===== config.mk =====
export PLATFORM = sky130hd
export DESIGN_NAME = dcache_port_arbiter
export DESIGN_NICKNAME = d
export VERILOG_FILES = /design/src/rtl/dcache_port_arbiter.sv
export SDC_FILE = /design/constraint.sdc
export NUM_CORES = 1
export LEC_CHECK = 0
export BUFFER_PORTS_ARGS = -buffer_cell sky130_fd_sc_hd__clkbuf_2
export CAP_MARGIN = 20
export CORE_AREA = 8 8 104 106
export CTS_BUF_LIST = sky130_fd_sc_hd__clkbuf_4 sky130_fd_sc_hd__clkbuf_8 sky130_fd_sc_hd__clkbuf_16
export DETAILED_ROUTE_END_ITERATION = 16
export DIE_AREA = 0 0 112 114
export GPL_TIMING_DRIVEN = 0
export PLACE_DENSITY_LB_ADDON = 0.05
export SYNTH_ARGS = -nofsm -noshare
export SYNTH_HDL_FRONTEND = slang
export SYNTH_SLANG_ARGS = --single-unit

===== constraint.sdc =====
create_clock -name clk -period 1.95 [get_ports clk]
set_input_delay 0.39 -clock clk [delete_from_list [all_inputs] [get_ports clk]]
set_output_delay 0.39 -clock clk [all_outputs]
set_load 0.02 [all_outputs]

===== src/rtl/dcache_port_arbiter.sv =====
// Arbitrates the single D-cache port between MEM-stage loads and store-buffer drains.
// Optional build macro SB_FULL_PRIORITY_EN: a full store buffer gives the head store priority.
module dcache_port_arbiter #(
  parameter int WORD_SIZE        = 32,
  parameter int WIDTH            = 32,
  parameter int ROB_ENTRY_WIDTH  = 3,
  parameter int SIZE_WRITE_WIDTH = 2,
  parameter int STARVE_LIMIT     = 4
) (
  input  logic                        clk,
  input  logic                        rst,
  input  logic                        ld_req,
  input  logic [WIDTH-1:0]            ld_addr,
  input  logic [SIZE_WRITE_WIDTH-1:0] ld_size,
  input  logic [ROB_ENTRY_WIDTH-1:0]  ld_rob_id,
  output logic                        ld_grant,
  input  logic                        sb_valid,
  input  logic                        sb_full,
  input  logic [WIDTH-1:0]            sb_addr,
  input  logic [WORD_SIZE-1:0]        sb_value,
  input  logic [SIZE_WRITE_WIDTH-1:0] sb_size,
  output logic                        sb_pop,
  input  logic                        flush,
  input  logic                        cache_ready,
  output logic                        cache_req,
  output logic                        cache_wenable,
  output logic [WIDTH-1:0]            cache_addr,
  output logic [WORD_SIZE-1:0]        cache_wdata,
  output logic [SIZE_WRITE_WIDTH-1:0] cache_size,
  output logic [ROB_ENTRY_WIDTH-1:0]  cache_rob_id,
  output logic                        starving
);

  localparam int CNT_W = $clog2(STARVE_LIMIT + 1);
  localparam logic [CNT_W-1:0] CNT_MAX = CNT_W'(STARVE_LIMIT);

  typedef enum logic [1:0] {
    IDLE = 2'd0,
    LD   = 2'd1,
    ST   = 2'd2
  } state_t;

  state_t           state;
  logic [CNT_W-1:0] starve_cnt;
  logic             port_free;
  logic             flush_kill;
  logic             store_prio;
  logic             st_win;
  logic             ld_win;

`ifdef SB_FULL_PRIORITY_EN
  assign store_prio = sb_full & sb_valid;
`else
  logic unused_sb_full;
  assign unused_sb_full = sb_full;
  assign store_prio     = 1'b0;
`endif

  assign starving = (starve_cnt == CNT_MAX);

  // NOTE: every always_comb output gets a default first so no path can infer a latch.
  always_comb begin
    port_free  = 1'b0;
    flush_kill = 1'b0;
    st_win     = 1'b0;
    ld_win     = 1'b0;
    port_free  = (state == IDLE) || cache_ready;
    flush_kill = (state == LD) && flush && !cache_ready;
    // Grants are gated by reset so requesters see no pop/ack while the port is held in reset.
    if (rst && port_free) begin
      if (sb_valid && (starving || store_prio || !ld_req)) begin
        st_win = 1'b1;
      end else if (ld_req) begin
        ld_win = 1'b1;
      end
    end
  end

  assign ld_grant = ld_win;
  assign sb_pop   = st_win;

  // NOTE: sequential state uses non-blocking assignments so every register samples pre-edge values.
  always_ff @(posedge clk or negedge rst) begin
    if (!rst) begin
      state         <= IDLE;
      cache_req     <= 1'b0;
      cache_wenable <= 1'b0;
      cache_addr    <= '0;
      cache_wdata   <= '0;
      cache_size    <= '0;
      cache_rob_id  <= '0;
    end else if (port_free) begin
      if (st_win) begin
        state         <= ST;
        cache_req     <= 1'b1;
        cache_wenable <= 1'b1;
        cache_addr    <= sb_addr;
        cache_wdata   <= sb_value;
        cache_size    <= sb_size;
        cache_rob_id  <= '0;
      end else if (ld_win) begin
        state         <= LD;
        cache_req     <= 1'b1;
        cache_wenable <= 1'b0;
        cache_addr    <= ld_addr;
        cache_wdata   <= '0;
        cache_size    <= ld_size;
        cache_rob_id  <= ld_rob_id;
      end else begin
        state         <= IDLE;
        cache_req     <= 1'b0;
        cache_wenable <= 1'b0;
        cache_addr    <= '0;
        cache_wdata   <= '0;
        cache_size    <= '0;
        cache_rob_id  <= '0;
      end
    end else if (flush_kill) begin
      // A flushed load that the cache never took is simply withdrawn; stores are never killed.
      state     <= IDLE;
      cache_req <= 1'b0;
    end
  end

  always_ff @(posedge clk or negedge rst) begin
    if (!rst) begin
      starve_cnt <= '0;
    end else if (!sb_valid || st_win) begin
      starve_cnt <= '0;
    end else if (ld_win && (starve_cnt != CNT_MAX)) begin
      starve_cnt <= starve_cnt + CNT_W'(1);
    end
  end

endmodule

Word level (Yosys, flattened, before mapping) --
Index checks and enable logic that the tools add are counted.
Storage, ports and cells: register bits 76, input port bits 110, output and inout port bits 74, logic and storage cells 49
Operators by class: add/subtract/negate cells 1, equality and inequality tests 3, mux-type cells 23, reduce and logical (&&, ||, !) cells 14
Operators with widths (count):
- 2-to-1 mux 32 bit | 3
- 2-to-1 mux 3 bit | 4
- 2-to-1 mux 1 bit | 11
- 2-to-1 mux 2 bit | 5
- logical AND 1 bit | 5
- nonzero test 2 bit | 2
- adder 3 x 1 -> 3 bit, second input constant | 1
- == test 3 bit, second input constant | 1
- logical NOT 1 bit | 3
- logical OR 1 bit | 3
- != test 3 bit, second input constant | 1
- == test 2 x 1 -> 1 bit, second input constant | 1
- logical NOT 2 bit | 1

Depth between registers and ports, before layout --
Gate-level depths: netlist of run 1.
depth in word-level cells 8, mapped depth 7, depth with buffers taken out 5

Worst setup path after synthesis of run 1 --
No wires, ideal clock.
path type register to output, start point register starve_cnt[0], end point output port sb_pop, data arrival time 1411 ps, data required time 1560 ps, slack 149 ps, stages on the path, launching flop included 7, buffers on the path 1, path through dfrtp_1 > inv_1 > ha_1 > a21boi_4 > nand3b_4 > buf_2 > nor2_1
Between the ends: word-level cells in the longest chain between the ends 5
RTL lines:
- start: declaration | line 44 | logic [CNT_W-1:0] starve_cnt;
- start signal: assignment | line 131 | starve_cnt <= starve_cnt + CNT_W'(1);
- == test 3 bit | line 59 | assign starving = (starve_cnt == CNT_MAX);
- logical OR 1 bit | line 71 | if (sb_valid && (starving || store_prio || !ld_req)) begin
- logical AND 1 bit | line 71
- 2-to-1 mux 1 bit | line 71
- 2-to-1 mux 1 bit | line 70 | if (rst && port_free) begin
- end: declaration | line 22 | output logic sb_pop,
Every way passes these cells.

Final worst setup path of run 1 --
start point register starve_cnt[1], end point output port sb_pop
The elaborated chain is that of the path after synthesis.

==> results of run 1 <==
placed cells by master (no fill, tap or decap), types with 4 or more instances in the layout:
cell / n
dfrtp_1: 76
o21ai_0: 38
a22o_1: 34
nand2_1: 142
clkbuf_2: 178
buf_6: 4
inv_1: 5
clkbuf_1: 9
buf_2: 16
o22ai_1: 35
buf_4: 13
clkbuf_8: 10
cells in the mapped netlist (2+ instances only):
cell	count	share of area, %
nand3_1	2	0.28
clkbuf_1	9	0.95
nor2_1	3	0.32
nand4_1	2	0.35
o22ai_1	35	6.1
o21ai_0	38	5.3
nand2_1	142	15
dfrtp_1	76	53
buf_4	3	0.63
ha_1	2	0.70
buf_2	20	2.8
a22o_1	34	8.4
inv_1	6	0.63
buf_6	3	0.95
repair_timing:
item,4_1_cts,5_1_grt
endpoints found under the hold margin,30,0
hold buffers,1,0
gates resized for setup,7,6
pin swaps,1,3
setup endpoints to repair,2,2
buffers inserted,5,3
worst max-delay path, cell delays in order (launching register included):
cell	delay, ps
dfrtp_1	390
inv_1	110
ha_4	180
a21boi_4	60
nand3b_4	190
nor2_4	100
buf_6	120
cell families (layout without fill, tap and decap cells):
kind of cell / Yosys count / count (layout)
adder cells (fa/ha/maj): 2 / 2
flip-flops: 76 / 76
AO/OA/AOI/OAI: 117 / 117
buffers and inverters: 41 / 244
AND/OR/NAND/NOR: 156 / 156
layout make-up:
class / instances / area, µm² / area share (%)
Sequential cell: 76 / 1900 / 38.4
Multi-Input combinational cell: 275 / 1470 / 29.7
Timing Repair Buffer: 191 / 1030 / 20.8
Buffer: 32 / 178 / 3.59
Tap cell: 111 / 139 / 2.80
Clock buffer: 9 / 124 / 2.50
Clock inverter: 6 / 87.6 / 1.77
Inverter: 6 / 22.5 / 0.455
final timing paths:
path,from,end,slack [ps]
max,starve_cnt[1],sb_pop,80
min,rst,cache_wdata[6],40
max reg2reg,starve_cnt[1],cache_addr[24],320
min reg2reg,cache_wdata[31],cache_wdata[31],480
max in group asynchronous,rst,cache_addr[24],1650
min in group clk,sb_value[2],cache_wdata[2],260
routing by layer:
layer	vias to the layer above	GRT usage (%)	wire length [µm]
met2	125	27.9	5120
met5	-	0	0
met4	0	3.51	68
met3	6	8.35	1040
met1	1555	20.9	4840
li1	1746	-	-
power breakdown:
| group | internal (mW) | leakage, nW | switching, mW |
|---|---|---|---|
| registers | 1.67 | 1.02 | 0.0575 |
| logic | 0.311 | 1.60 | 0.458 |
| clock network | 0.716 | 0.109 | 0.592 |
registers in the layout, summed over array words and instances (netlist names):
signal,flops
cache_wenable,1
state,2
cache_req,1
cache_size,2
cache_wdata,32
cache_rob_id,3
starve_cnt,3
cache_addr,32
per-stage QoR:
stage | total power [mW] | hold slack, ps | TNS, ps
3_3_place_gp | 2.50 | 463 | -102760
4_1_cts | 3.85 | 24.7 | 0
2_1_floorplan | 2.17 | 94.4 | 0
3_5_place_dp | 2.51 | 410 | -3610
5_1_grt | 4.00 | 25.1 | -8.79
6_report | 3.81 | 35.9 | 0
==> run_results.csv, run 1 <==
group,metric,value,unit
placement,io_buffers,181,
sta,relSlewSlack,66.5,%
floorplan,die_h,114,µm
detailed_routing,vias_per_cell,4.86,
sta,max_freq,0.535,GHz
floorplan,rows,35,
finish,utilization,54.4,%
clock_tree,cts_buffer_depth,2,
synth,synth_compound_area_share,22.3,%
detailed_routing,drt_first_iter_violations,139,
power_and_ir_drop,power_density,768,mW/mm²
synth,synthFlopType,"dfrtp_1",
setup_path,worstSetupEndpointType,"output pin",
clock_tree,clk_latency,350,ps
synth,synthArstFlopShare,100,%
setup_path,cp_data_arrival_time,1480,ps
sta,fin_ws,81.8,ps
setup_path,reg2reg_depth,8,
sta,drv_slew,0,
placement,placed_cell_area,0.00464,mm²
power_and_ir_drop,leakage,2.74,nW
floorplan,die_x,112,µm
detailed_routing,wl_per_cell,15.7,µm
detailed_routing,drc_errors,0,
clock_tree,cts_sinks,76,
global_routing,grt_pass1_wl,18.1,mm
global_routing,grt-ovfl-total,0,
floorplan,initial_core_util,39.1,%
finish,layout.nets,703,
setup_path,path_class,"reg2out",
power_and_ir_drop,peakVddDrop,0.437,mV
finish,final_area,0.00495,mm²
finish,antenna_cells,0,
placement,dpl.hpwl,8.53,mm
floorplan,dieArea,0.0128,mm²
clock_tree,htreeDepth,3,
placement,dp_cells,685,
synth,synthXorXnorAreaFrac,0,%
clock_tree,cts.clk_slew.worst_paths,80,ps
synth,synth_edf_count,0,
detailed_routing,routed_wl,11.1,mm
clock_tree,cts_root_buf,"clkbuf_8",
sta,final-setup-viol-count,0,
global_routing,grt_max_degree,52,
synth,syn-num-nets,504,
synth,synth_top_family_by_area,"compound AO/OA/AOI/OAI gates",
placement,pre_cts_ws,-134,ps
placement,gp_congestion,0.784,
finish,drive_above_1_share,39.5,%
clock_tree,cts_tree,"done",
global_routing,grt_pass1_vias,3631,
hold_path,min_path_type,"in2async",
synth,synth_seq_area_share,53.4,%
job,cap_viol_max_count,0,
synth,synth_mux_area_share,0,%
setup_path,worstPathRequired,1560,ps
sta,fin_crit,1870,ps
finish,n_fill_cell,902,
outcome,status,"finished clean",
synth,syn-cell-area,0.00356,mm²
synth,synth_seq_cells,76,
finish,fin_cells,706,
synth,avgSynthCellArea,9.09,µm²
global_routing,antenna_found_initial,0,
finish,synthToLayoutAreaGrowth,39.0,%
synth,synthAdderAreaFrac,0.702,%
sta,finClkSkew,11.4,ps
synth,yosys.area_share.simple,17.7,%
global_routing,gr-usage-all-layers,17.4,%
synth,ys_types,31,
clock_tree,numCtsBuffers,9,
sta,min_period_over_period,95.8,%
synth,syn-instance-count,392,
sta,worst_slew_pin_slew,502,ps
floorplan,coreArea,0.00911,mm²
sta,hold_violations,0,
setup_path,critPathLaunchType,"flop",
synth,yosysWarnings,0,
setup_path,critPathMaxFanout,4,
floorplan,io_pins,184,
detailed_routing,dr_total_vias,3432,
detailed_routing,ant_nets,0,
detailed_routing,drt_first_pass_iters,6,
Power figures use the tool's default switching activity.
==> run 2: changes to the inputs <==
--- a/config.mk
+++ b/config.mk
@@ -5,12 +5,13 @@
 export SDC_FILE = /design/constraint.sdc
 export NUM_CORES = 1
 export LEC_CHECK = 0
+export ABC_AREA = 1
 export BUFFER_PORTS_ARGS = -buffer_cell sky130_fd_sc_hd__clkbuf_2
 export CAP_MARGIN = 20
-export CORE_AREA = 8 8 104 106
+export CORE_AREA = 8 8 101 103
 export CTS_BUF_LIST = sky130_fd_sc_hd__clkbuf_4 sky130_fd_sc_hd__clkbuf_8 sky130_fd_sc_hd__clkbuf_16
 export DETAILED_ROUTE_END_ITERATION = 16
-export DIE_AREA = 0 0 112 114
+export DIE_AREA = 0 0 109 111
 export GPL_TIMING_DRIVEN = 0
 export PLACE_DENSITY_LB_ADDON = 0.05
 export SYNTH_ARGS = -nofsm -noshare
==> run_results.csv, run 2 <==
group,metric,value,unit
setup_path,reg2reg_depth,8,
synth,avgSynthCellArea,8.71,µm²
clock_tree,cts_sinks,76,
detailed_routing,ant_nets,0,
global_routing,gr-usage-all-layers,17.8,%
setup_path,crit_chain,"inv_2 -> ha_4 -> nand2_4 -> o21a_4 -> nand2_8 -> inv_4 -> buf_8",
detailed_routing,drc_errors,0,
synth,syn-num-nets,494,
synth,yosysWarnings,0,
synth,syn-cell-area,0.00333,mm²
detailed_routing,routed_wl,10.6,mm
synth,synth.area.top_cells,"dfrtp_1, nand3_1, nand2_1",
detailed_routing,drt_first_pass_iters,4,
global_routing,grt_pass1_vias,3433,
finish,drive_above_1_share,40.4,%
sta,min_period_over_period,96.5,%
synth,synth_common_cells,"nand3_1, nand2_1, dfrtp_1",
clock_tree,htreeDepth,3,
floorplan,die_x,109,µm
finish,final_area,0.00479,mm²
sta,fin_ws,69.0,ps
floorplan,coreArea,0.00855,mm²
floorplan,die_h,111,µm
detailed_routing,drt_first_iter_violations,120,
sta,final-setup-viol-count,0,
finish,final_cell_mix,"clkbuf_2, nand3_1, nand2_1",
floorplan,rows,34,
sta,rsz0062_at_grt,"true",
setup_path,critPathMaxFanout,4,
sta,relSlewSlack,66.2,%
sta,drv_slew,0,
floorplan,io_pins,184,
finish,layout.nets,698,
setup_path,worstSetupEndpointType,"output pin",
placement,gp_congestion,0.765,
clock_tree,cts.clk_slew.worst_paths,90,ps
global_routing,grt_pass1_wl,17.2,mm
finish,layout_commonest_cell,"clkbuf_2",
setup_path,cp_slowest_cell,"dfrtp_1",
detailed_routing,wl_per_cell,15.1,µm
setup_path,worstPathRequired,1560,ps
sta,max_freq,0.532,GHz
clock_tree,cts_tree,"done",
synth,synthArstFlopShare,100,%
placement,io_buffers,182,
finish,reg_top3,"cache_addr: 32 flops, cache_wdata: 32 flops",
synth,synth_edf_count,0,
synth,synth_seq_area_share,57.1,%
placement,placed_cell_area,0.00440,mm²
job,cap_viol_max_count,0,
setup_path,critPathLaunchType,"flop",
global_routing,grt-ovfl-total,0,
power_and_ir_drop,power,3.74,mW
placement,pre_cts_ws,-254,ps
floorplan,initial_core_util,38.9,%
clock_tree,numCtsBuffers,9,
setup_path,max_stage_delay,410,ps
hold_path,min_path_type,"in2async",
placement,dpl.hpwl,8.08,mm
finish,antenna_cells,0,
power_and_ir_drop,power_density,780,mW/mm²
synth,synthFlopType,"dfrtp_1",
sta,holdWs,27.9,ps
synth,ys_types,18,
clock_tree,clk_latency,350,ps
power_and_ir_drop,peakVddDrop,0.340,mV
sta,finClkSkew,12.7,ps
clock_tree,cts_buffer_depth,2,
detailed_routing,vias_per_cell,4.73,
synth,yosysMostFrequentCell,"nand3_1",
clock_tree,cts_root_buf,"clkbuf_8",
synth,synth_top_area_share,57.1,%
synth,syn-instance-count,382,
setup_path,cp_data_arrival_time,1490,ps
detailed_routing,dr_total_vias,3304,
sta,hold_violations,0,
global_routing,antenna_found_initial,0,
sta,setup_tns,0,ps
sta,worst_slew_pin_slew,507,ps
synth,synth_seq_cells,76,
finish,synthToLayoutAreaGrowth,44.0,%
finish,n_fill_cell,825,
setup_path,path_class,"reg2out",
outcome,status,"finished clean",
floorplan,dieArea,0.0121,mm²
global_routing,grt_max_degree,43,
power_and_ir_drop,leakage,2.76,nW
sta,fin_crit,1880,ps
synth,synth_top_cell_by_area,"dfrtp_1",
==> run 2: cell count changes after synthesis, sizes merged, moves of 2 or more <==
cell | previous run | this run
nand3 | 2 | 105
nand2 | 142 | 87
inv | 6 | 43
o22ai | 35 | 0
a22o | 34 | 0
buf | 26 | 18
o21ai | 39 | 35
a21boi | 3 | 0
clkbuf | 9 | 7
nor2 | 4 | 2
==> run 2: cells by family after synthesis <==
group           Yosys count  synth area share (%)
xor+xnor                  1                 0.263
buf+inv                  68                  8.95
flops                    76                  57.1
simple gates            198                  26.9
compound gates           37                  5.98
fa+ha+maj                 2                 0.752
==> run 2: critical path, delay by kind of cell (launching register included) <==
family,cells,cell delay [ps]
AOI/OAI and AO/OA,1,230
buffers and inverters,3,240
and+or+nand+nor,2,130
DFF,1,410
adders and majority gates,1,140
==> run 2: layout make-up <==
| cell class | count | area [µm²] | area share [%] |
|---|---|---|---|
| Sequential cell | 76 | 1900 | 39.7 |
| Multi-Input combinational cell | 238 | 1190 | 24.8 |
| Tap cell | 108 | 135 | 2.82 |
| Clock inverter | 6 | 71.3 | 1.49 |
| Buffer | 23 | 134 | 2.79 |
| Timing Repair Buffer | 195 | 1060 | 22.2 |
| Clock buffer | 10 | 138 | 2.87 |
| Inverter | 43 | 164 | 3.42 |
==> run 2: timing repair <==
item                                    4_1_cts  5_1_grt
buffers inserted                              5        6
pin swaps                                     5        5
hold endpoints to repair                     34        0
hold buffers                                  1        0
endpoints found under the setup margin        2        2
gates resized for setup                      18        8
==> run 2: layer usage <==
layer  vias up  global-route usage, %  routed length, µm
met4         0                   5.57                143
li1       1649                      -                  -
met2       139                   28.2               4990
met1      1505                   21.9               4300
met3        11                   6.40               1140
met5         -                      0                  0
==> run 2: where the power goes <==
group | internal (mW) | total, mW | switching (mW)
combinational | 0.286 | 0.745 | 0.459
sequential | 1.68 | 1.74 | 0.0611
clock | 0.637 | 1.25 | 0.615
==> run 2: worst paths after layout <==
| path | endpoint | slack, ps | startpoint |
|---|---|---|---|
| worst max-delay path | ld_grant | 70 | starve_cnt[0] |
| worst min-delay path | cache_addr[9] | 30 | rst |
| worst max register to register | cache_wdata[2] | 390 | starve_cnt[0] |
| worst min register to register | cache_rob_id[1] | 490 | cache_rob_id[1] |
| max in group asynchronous | starve_cnt[0] | 1690 | rst |
| min in group clk | cache_wdata[10] | 250 | sb_value[10] |
==> run 2: per-stage QoR <==
step	std cells	utilization, %
after CTS	694	55.4
after global placement	672	51.2
after global routing	699	56.1
after detailed placement	673	51.5
after floorplan	382	-
final	699	56.1
